### config.mk
export PLATFORM = sky130hd
export DESIGN_NAME = countdown_controller_flat
export DESIGN_NICKNAME = d
export VERILOG_FILES = /design/src/rtl/countdown_controller_if.sv /design/src/rtl/countdown_controller.sv /design/src/flat_wrapper.sv
export SDC_FILE = /design/constraint.sdc
export NUM_CORES = 1
export LEC_CHECK = 0
export CORE_ASPECT_RATIO = 1.4
export CORE_MARGIN = 2
export CORE_UTILIZATION = 51
export CTS_BUF_LIST = sky130_fd_sc_hd__clkbuf_8 sky130_fd_sc_hd__clkbuf_16
export CTS_CLUSTER_SIZE = 8
export DETAILED_ROUTE_END_ITERATION = 16
export PLACE_DENSITY = 0.72
export SLEW_MARGIN = 20
export SYNTH_ARGS = -nofsm -noshare
export SYNTH_HDL_FRONTEND = slang
export SYNTH_SLANG_ARGS = --single-unit
### constraint.sdc
create_clock -name clk -period 3.6 [get_ports clk]
set_input_delay 0.72 -clock clk [delete_from_list [all_inputs] [get_ports clk]]
set_output_delay 0.72 -clock clk [all_outputs]
set_load 0.02 [all_outputs]
### src/rtl/countdown_controller_if.sv
// Keypad-to-controller bundle and controller-to-display/alarm bundle.
// master: keypad adapter side (drives strobes, observes display/alarm).
// slave : countdown_controller side.
//   keydown_start/confirm/clear/num : one-cycle key strobes
//   num                             : digit value, qualified by keydown_num
//   digits                          : BCD {m1,m0,s1,s0}
//   state                           : ENTRY=0 ARMED=1 RUNNING=2 PAUSED=3 DONE=4
//   running / alarm                 : RUNNING / DONE indicators
interface countdown_controller_if;
    logic        keydown_start;
    logic        keydown_confirm;
    logic        keydown_clear;
    logic        keydown_num;
    logic [3:0]  num;
    logic [15:0] digits;
    logic [2:0]  state;
    logic        running;
    logic        alarm;

    modport master (
        output keydown_start, keydown_confirm, keydown_clear, keydown_num, num,
        input  digits, state, running, alarm
    );

    modport slave (
        input  keydown_start, keydown_confirm, keydown_clear, keydown_num, num,
        output digits, state, running, alarm
    );
endinterface

### src/rtl/countdown_controller.sv
// Countdown timer sequencer: collects a BCD MM:SS entry from keypad strobes,
// validates and arms it, counts it down once per TICK_DIV clocks and raises
// the alarm at 00:00.
//   clk  : system clock, rising edge
//   rst  : asynchronous active-high reset
//   bus  : countdown_controller_if.slave (key strobes in, display/alarm out)
//
// state   | meaning
// --------+-----------------------------------------------------------
// ENTRY   | collecting digits into buf_q; display shows buf_q
// ARMED   | valid time loaded into cnt_q, waiting for start
// RUNNING | prescaler counting, cnt_q decremented once per second
// PAUSED  | prescaler and cnt_q frozen, waiting for start or clear
// DONE    | cnt_q reached 00:00, alarm raised until any key
module countdown_controller #(
    parameter int TICK_DIV = 50_000_000
) (
    input  logic                   clk,
    input  logic                   rst,
    countdown_controller_if.slave  bus
);

    localparam int PW = (TICK_DIV > 2) ? $clog2(TICK_DIV) : 1;
    localparam logic [PW-1:0] PRE_LAST = PW'(TICK_DIV - 1);

    typedef enum logic [2:0] {
        ENTRY   = 3'd0,
        ARMED   = 3'd1,
        RUNNING = 3'd2,
        PAUSED  = 3'd3,
        DONE    = 3'd4
    } state_t;

    state_t         state_q, state_d;
    logic [15:0]    buf_q, buf_d;
    logic [15:0]    cnt_q, cnt_d;
    logic [PW-1:0]  pre_q, pre_d;

    logic           num_ok;
    logic           any_key;
    logic [15:0]    cnt_dec;

    // One-second BCD decrement of MM:SS; seconds digits wrap 0->59.
    function automatic logic [15:0] bcd_dec(input logic [15:0] v);
        logic [3:0] m1, m0, s1, s0;
        {m1, m0, s1, s0} = v;
        if (s0 != 4'd0) begin
            s0 = s0 - 4'd1;
        end else begin
            s0 = 4'd9;
            if (s1 != 4'd0) begin
                s1 = s1 - 4'd1;
            end else begin
                s1 = 4'd5;
                if (m0 != 4'd0) begin
                    m0 = m0 - 4'd1;
                end else begin
                    m0 = 4'd9;
                    m1 = m1 - 4'd1;
                end
            end
        end
        return {m1, m0, s1, s0};
    endfunction

    assign num_ok  = bus.keydown_num && (bus.num <= 4'd9);
    assign any_key = bus.keydown_start | bus.keydown_confirm |
                     bus.keydown_clear | bus.keydown_num;
    assign cnt_dec = bcd_dec(cnt_q);

    always_ff @(posedge clk or posedge rst) begin
        if (rst) begin
            state_q <= ENTRY;
            buf_q   <= '0;
            cnt_q   <= '0;
            pre_q   <= '0;
        end else begin
            state_q <= state_d;
            buf_q   <= buf_d;
            cnt_q   <= cnt_d;
            pre_q   <= pre_d;
        end
    end

    always_comb begin
        state_d = state_q;
        buf_d   = buf_q;
        cnt_d   = cnt_q;
        pre_d   = pre_q;
        case (state_q)
            ENTRY: begin
                if (bus.keydown_clear) begin
                    buf_d = '0;
                end else if (bus.keydown_start) begin
                    // start outranks confirm/num but does nothing here
                    buf_d = buf_q;
                end else if (bus.keydown_confirm) begin
                    buf_d = '0;
                    if ((buf_q[7:4] <= 4'd5) && (buf_q != 16'h0000)) begin
                        cnt_d   = buf_q;
                        state_d = ARMED;
                    end
                end else if (num_ok) begin
                    buf_d = {buf_q[11:0], bus.num};
                end
            end
            ARMED: begin
                if (bus.keydown_clear) begin
                    buf_d   = '0;
                    cnt_d   = '0;
                    state_d = ENTRY;
                end else if (bus.keydown_start) begin
                    pre_d   = '0;
                    state_d = RUNNING;
                end
            end
            RUNNING: begin
                if (bus.keydown_clear) begin
                    buf_d   = '0;
                    cnt_d   = '0;
                    pre_d   = '0;
                    state_d = ENTRY;
                end else if (bus.keydown_start) begin
                    state_d = PAUSED;
                end else if (any_key) begin
                    // ignored keys still freeze the prescaler so a tick that
                    // coincides with them is deferred rather than lost
                    pre_d = pre_q;
                end else if (pre_q == PRE_LAST) begin
                    pre_d = '0;
                    if (cnt_q != 16'h0000) begin
                        cnt_d = cnt_dec;
                    end
                    if ((cnt_q == 16'h0000) || (cnt_dec == 16'h0000)) begin
                        state_d = DONE;
                    end
                end else begin
                    pre_d = pre_q + PW'(1);
                end
            end
            PAUSED: begin
                if (bus.keydown_clear) begin
                    buf_d   = '0;
                    cnt_d   = '0;
                    pre_d   = '0;
                    state_d = ENTRY;
                end else if (bus.keydown_start) begin
                    state_d = RUNNING;
                end
            end
            DONE: begin
                if (any_key) begin
                    buf_d   = '0;
                    state_d = ENTRY;
                end
            end
            default: begin
                buf_d   = '0;
                cnt_d   = '0;
                pre_d   = '0;
                state_d = ENTRY;
            end
        endcase
    end

    assign bus.digits  = (state_q == ENTRY) ? buf_q : cnt_q;
    assign bus.state   = state_q;
    assign bus.running = (state_q == RUNNING);
    assign bus.alarm   = (state_q == DONE);

endmodule

### src/flat_wrapper.sv
// flat-port wrapper written by rule: the top's interface ports become plain ports
module countdown_controller_flat 
#(
    parameter int TICK_DIV = 50_000_000
)
  (clk, rst, bus_keydown_start, bus_keydown_confirm, bus_keydown_clear, bus_keydown_num, bus_num, bus_digits, bus_state, bus_running, bus_alarm);
  countdown_controller_if bus_i ();
  input  logic clk;
  input  logic rst;
  input wire logic [$bits(bus_i.keydown_start)-1:0] bus_keydown_start;
  input wire logic [$bits(bus_i.keydown_confirm)-1:0] bus_keydown_confirm;
  input wire logic [$bits(bus_i.keydown_clear)-1:0] bus_keydown_clear;
  input wire logic [$bits(bus_i.keydown_num)-1:0] bus_keydown_num;
  input wire logic [$bits(bus_i.num)-1:0] bus_num;
  output wire logic [$bits(bus_i.digits)-1:0] bus_digits;
  output wire logic [$bits(bus_i.state)-1:0] bus_state;
  output wire logic [$bits(bus_i.running)-1:0] bus_running;
  output wire logic [$bits(bus_i.alarm)-1:0] bus_alarm;
  assign bus_i.keydown_start = bus_keydown_start;
  assign bus_i.keydown_confirm = bus_keydown_confirm;
  assign bus_i.keydown_clear = bus_keydown_clear;
  assign bus_i.keydown_num = bus_keydown_num;
  assign bus_i.num = bus_num;
  assign bus_digits = bus_i.digits;
  assign bus_state = bus_i.state;
  assign bus_running = bus_i.running;
  assign bus_alarm = bus_i.alarm;
  countdown_controller #(.TICK_DIV(TICK_DIV)) u_core (.clk(clk), .rst(rst), .bus(bus_i));
endmodule
Word-level counts from Yosys, hierarchy flattened
Index checks and enable logic that the tools add are counted.
{ "word_totals": {"register_bits": 61, "input_bits": 10, "out_inout_bits": 21, "elab_cells": 107} }
{ "classes": {"addsub": 5, "magnitude_cmp": 2, "n_eq_ne": 25, "muxes": 48, "bitwise_logic": 5, "reduce_logical": 18} }
{ "op_table": {"columns": ["cell", "count"], "rows": [
  ["2-to-1 mux 16 bit", 16],
  ["2-to-1 mux 26 bit", 7],
  ["case mux 26 bit (4 select lines)", 1],
  ["case mux 16 bit (4 select lines)", 1],
  ["case mux 16 bit (3 select lines)", 1],
  ["2-to-1 mux 3 bit", 12],
  ["2-to-1 mux 4 bit", 9],
  ["zero test 16 bit", 2],
  ["nonzero test 16 bit", 2],
  ["adder 26 x 1 -> 26 bit (second input constant)", 1],
  ["equality test 26 bit (second input constant)", 1],
  ["subtractor 4 x 1 -> 4 bit (second input constant)", 4],
  ["!= test 2 bit (second input constant)", 6],
  ["!= test 4 x 3 -> 1 bit (second input constant)", 3],
  ["case mux 3 bit (4 select lines)", 1],
  ["nonzero test 4 bit", 3],
  ["AND reduction 10 bit", 1],
  ["!= test 3 bit (second input constant)", 3],
  ["AND reduction 9 bit", 1],
  ["!= test 2 x 1 -> 1 bit (second input constant)", 4],
  ["equality test 3 x 2 -> 1 bit (second input constant)", 2],
  ["!= test 3 x 2 -> 1 bit (second input constant)", 2],
  ["AND reduction 6 bit", 1],
  ["<= comparator 4 x 3 -> 1 bit (second input constant)", 1],
  ["other kinds (13)", 18]
]} }

Logic depth before layout (Yosys ltp)
{ "depth": {"ltp_word": 12, "mapped_depth": 8, "depth_no_buf": 7} }

Least setup slack after synthesis
No wires, ideal clock.
{ "synth_path": {"path_kind": "register to output", "start": "register u_core.state_q[1] (netlist: u_core.bus.state[1])", "end": "output port bus_digits[12]", "arrival_ns": 1.830, "required_time_ns": 2.880, "slack_ns": 1.050, "stages_incl_launch_ff": 6, "path_buffers": 3, "path_cell_list": "dfrtp_1 clkbuf_1 nor3_1 clkbuf_1 clkbuf_1 o21ai_0"} }
{ "synth_between": {"elab_chain_cells": 2} }
{ "synth_rtl": {"columns": ["element", "line_no", "source"], "rows": [
  ["start: declaration", "countdown_controller.sv:34", "state_t state_q, state_d;"],
  ["start signal: assignment", "countdown_controller.sv:78", "state_q <= state_d;"],
  ["zero test 3 bit", "countdown_controller.sv:166", "assign bus.digits = (state_q == ENTRY) ? buf_q : cnt_q;"],
  ["2-to-1 mux 16 bit", "countdown_controller.sv:166", null],
  ["end: declaration", "flat_wrapper.sv:15", "output wire logic [$bits(bus_i.digits)-1:0] bus_digits;"]
]} }
No other way between the ends.

Final worst setup path
{ "layout_path": {"start": "register u_core.state_q[2] (netlist: u_core.bus.state[2])", "end": "output port bus_digits[1]"} }
Same word-level chain as after synthesis.

==> out/qor.yml <==
max_stage_delay_ps: 630
cts_tree: "done"
hold_viol_final: 0
cts_sinks: 61
rows: 36
ys_warn_count: 0
grt_antenna_before_repair: 0
io_buffers: 30
track_usage_pct: 25.7
required_ps: 2880
initial_core_util_pct: 51.8
drive_gt1_share_pct: 8.72
r2r_start: "u_core.cnt_q[5]"
dp.cells: 549
ioPinCount: 31
synthFlopType: "dfrtp_1"
dp_hpwl_um: 6470
status: "finished, final reports clean"
root_buffer: "clkbuf_8"
final_cells: 565
timing.final.crit_period_ps: 3070
num_vias: 3267
power.total_mw: 2.90
area_growth_pct: 17.6
crit_chain: "or3_1, nand2_1, nand2_1, clkdlybuf4s50_1"
ys_seq_area_share_pct: 42.8
grt_first_pass_wirelength_um: 14600
wire_per_inst_um: 16.2
grtUsageMet3_pct: 5.96
slew_viol_final: 0
ys_seq_elements: 61
die_w_um: 74.7
p_per_area_nw_per_um2: 690
hold_start: "u_core.pre_q[1]"
fp.dieH_um: 103
syn-num-nets: 449
hold_class: "reg -> reg"
via_per_inst: 5.78
clockBufferDepth: 2
path_clk_slew_ps: 70
timing.slew.headroom_pct: 45.0
routed_wl_um: 9130
dr.first_iter.drc_count: 181
drt-pass1-iter-count: 4
grtUsageMet2_pct: 43.8
nets: 478
insertion_delay_ps: 360
ant_nets: 0
crit_start: "u_core.bus.state[2]"
final_common_cell: "nand2_1"
crit_path_end_kind: "primary output"
grt_pass1_vias: 3019
synth_edf_count: 0
antenna_cells: 0
arrival_ps: 2350
path_common_cell: "nand2_1"
rsz0062_at_grt: "false"
cp-start-kind: "flop"
timing.max_cap.violations: 0
grt_max_degree: 33
path_max_fanout: 14
finalCritPeriodShare_pct: 85.2
postCtsHoldBufs: 0
postCtsSetupRepairBufs: 0
crit_slowest_cell: "dfrtp_1"
met1_usage_pct: 30.0
gr-max-usage-layer: "met2"
cts_buffers: 9
ctsResizeCount: 0
htreeDepth: 3
finalClockSkew_ps: 11.2
ir_worst_vdd_mv: 0.384
core-area_um2: 6890
dieArea_um2: 7690
drc: 0
synthCells: 436
fin_setup_tns_ps: 0
fmax_ghz: 0.326
tightest_slew_ps: 820
grt_overflow: 0
gp_congestion: 0.901
nFillCells: 626
setup_violations: 0
yosys.cell_types.count: 55
criticalPathCategory: "reg -> out"
final_cell_mix: "93 x nand2_1, 61 x dfrtp_1, 45 x nor2_1"
power_leakage_nw: 1.79
avgSynthCellArea_um2: 8.18
syn_area_um2: 3570
ys_async_sr_fraction_pct: 100
[routing by layer]
layer,routed length [um],part of all wire (%)
met5,0,0
met4,335,3.7
met3,323,3.5
met2,4640,51
met1,3830,42
[critical path, delay by kind of cell (launching register included)]
kind                   cells  cell delay, ps
AND/OR/NAND/NOR            3             750
buffers and inverters      1             600
flip-flops                 1             630
[stage by stage]
step	area, um^2	utilization [%]	hold WS [ps]	setup slack, ps
finish	4200	60.9	511	531
CTS	4200	60.9	519	533
global route	4200	60.9	537	412
global placement	3980	57.8	489	401
detailed placement	3980	57.8	505	337
floorplan	3570	-	468	1050
[cells in the mapped netlist (all sizes together) (2+ instances only)]
cell type,count,share of area [%]
a31oi,2,0.35
ha,3,1.1
nor2,45,4.7
o31ai,3,0.63
dfrtp,61,43
xor2,15,3.7
nand2,93,9.8
inv,8,0.84
nor3,13,2.2
and2,2,0.35
nand4,9,1.6
mux2,3,0.95
o21ai,56,7.9
a32oi,6,1.5
o2bb2ai,2,0.49
a21oi,14,2.0
and4b,2,0.56
o21a,2,0.42
buf,4,0.88
nand3,14,2.0
nor4,11,2.4
a211oi,2,0.42
nand2b,4,0.70
or4,3,0.84
xnor2,3,0.74
clkbuf,20,2.1
nor3b,3,0.63
or3,3,0.53
and4,5,1.2
and3,8,1.4
[worst paths after layout]
check                                       to  slack (ps)  depth (start not counted)
max                              bus_digits[1]         530                          4
min                            u_core.pre_q[1]         510                          2
max reg2reg                    u_core.cnt_q[5]         810                          5
min reg2reg                    u_core.pre_q[1]         510                          2
max in group asynchronous      u_core.cnt_q[7]        2350                          3
min in group asynchronous  u_core.bus.state[0]         600                          2
[cell families (layout without fill, tap and decap cells)]
| group | after synthesis | count (layout) | share of synthesized area (%) |
|---|---|---|---|
| AND/OR/NAND/NOR | 219 | 219 | 30.0 |
| AO/OA/AOI/OAI | 99 | 99 | 16.7 |
| flip-flops | 61 | 61 | 42.8 |
| buffers and inverters | 32 | 66 | 3.82 |
| XOR/XNOR | 18 | 18 | 4.42 |
| multiplexers | 4 | 4 | 1.23 |
| adder cells (fa/ha/maj) | 3 | 3 | 1.05 |
[flip-flops by register name, indices dropped and copies added, names as in the netlist]
name / cells
u_core.pre_q: 26
u_core.bus.state: 3
u_core.cnt_q: 16
u_core.buf_q: 16
[power breakdown]
group          switching, mW  total (mW)  internal [mW]
Sequential             0.135       0.900          0.765
Combinational          0.827        1.32          0.493
Clock                  0.290       0.675          0.385
[layout make-up]
class / instances / area (um^2) / area share, %
multi-input cells: 343 / 1920 / 45.6
flip-flops and latches: 61 / 1530 / 36.4
repair buffers: 42 / 390 / 9.30
clock buffers: 9 / 124 / 2.95
well taps: 95 / 119 / 2.83
clock inverters: 7 / 91.3 / 2.18
inverters: 8 / 30.0 / 0.716
(Power assumes the default switching activity.)
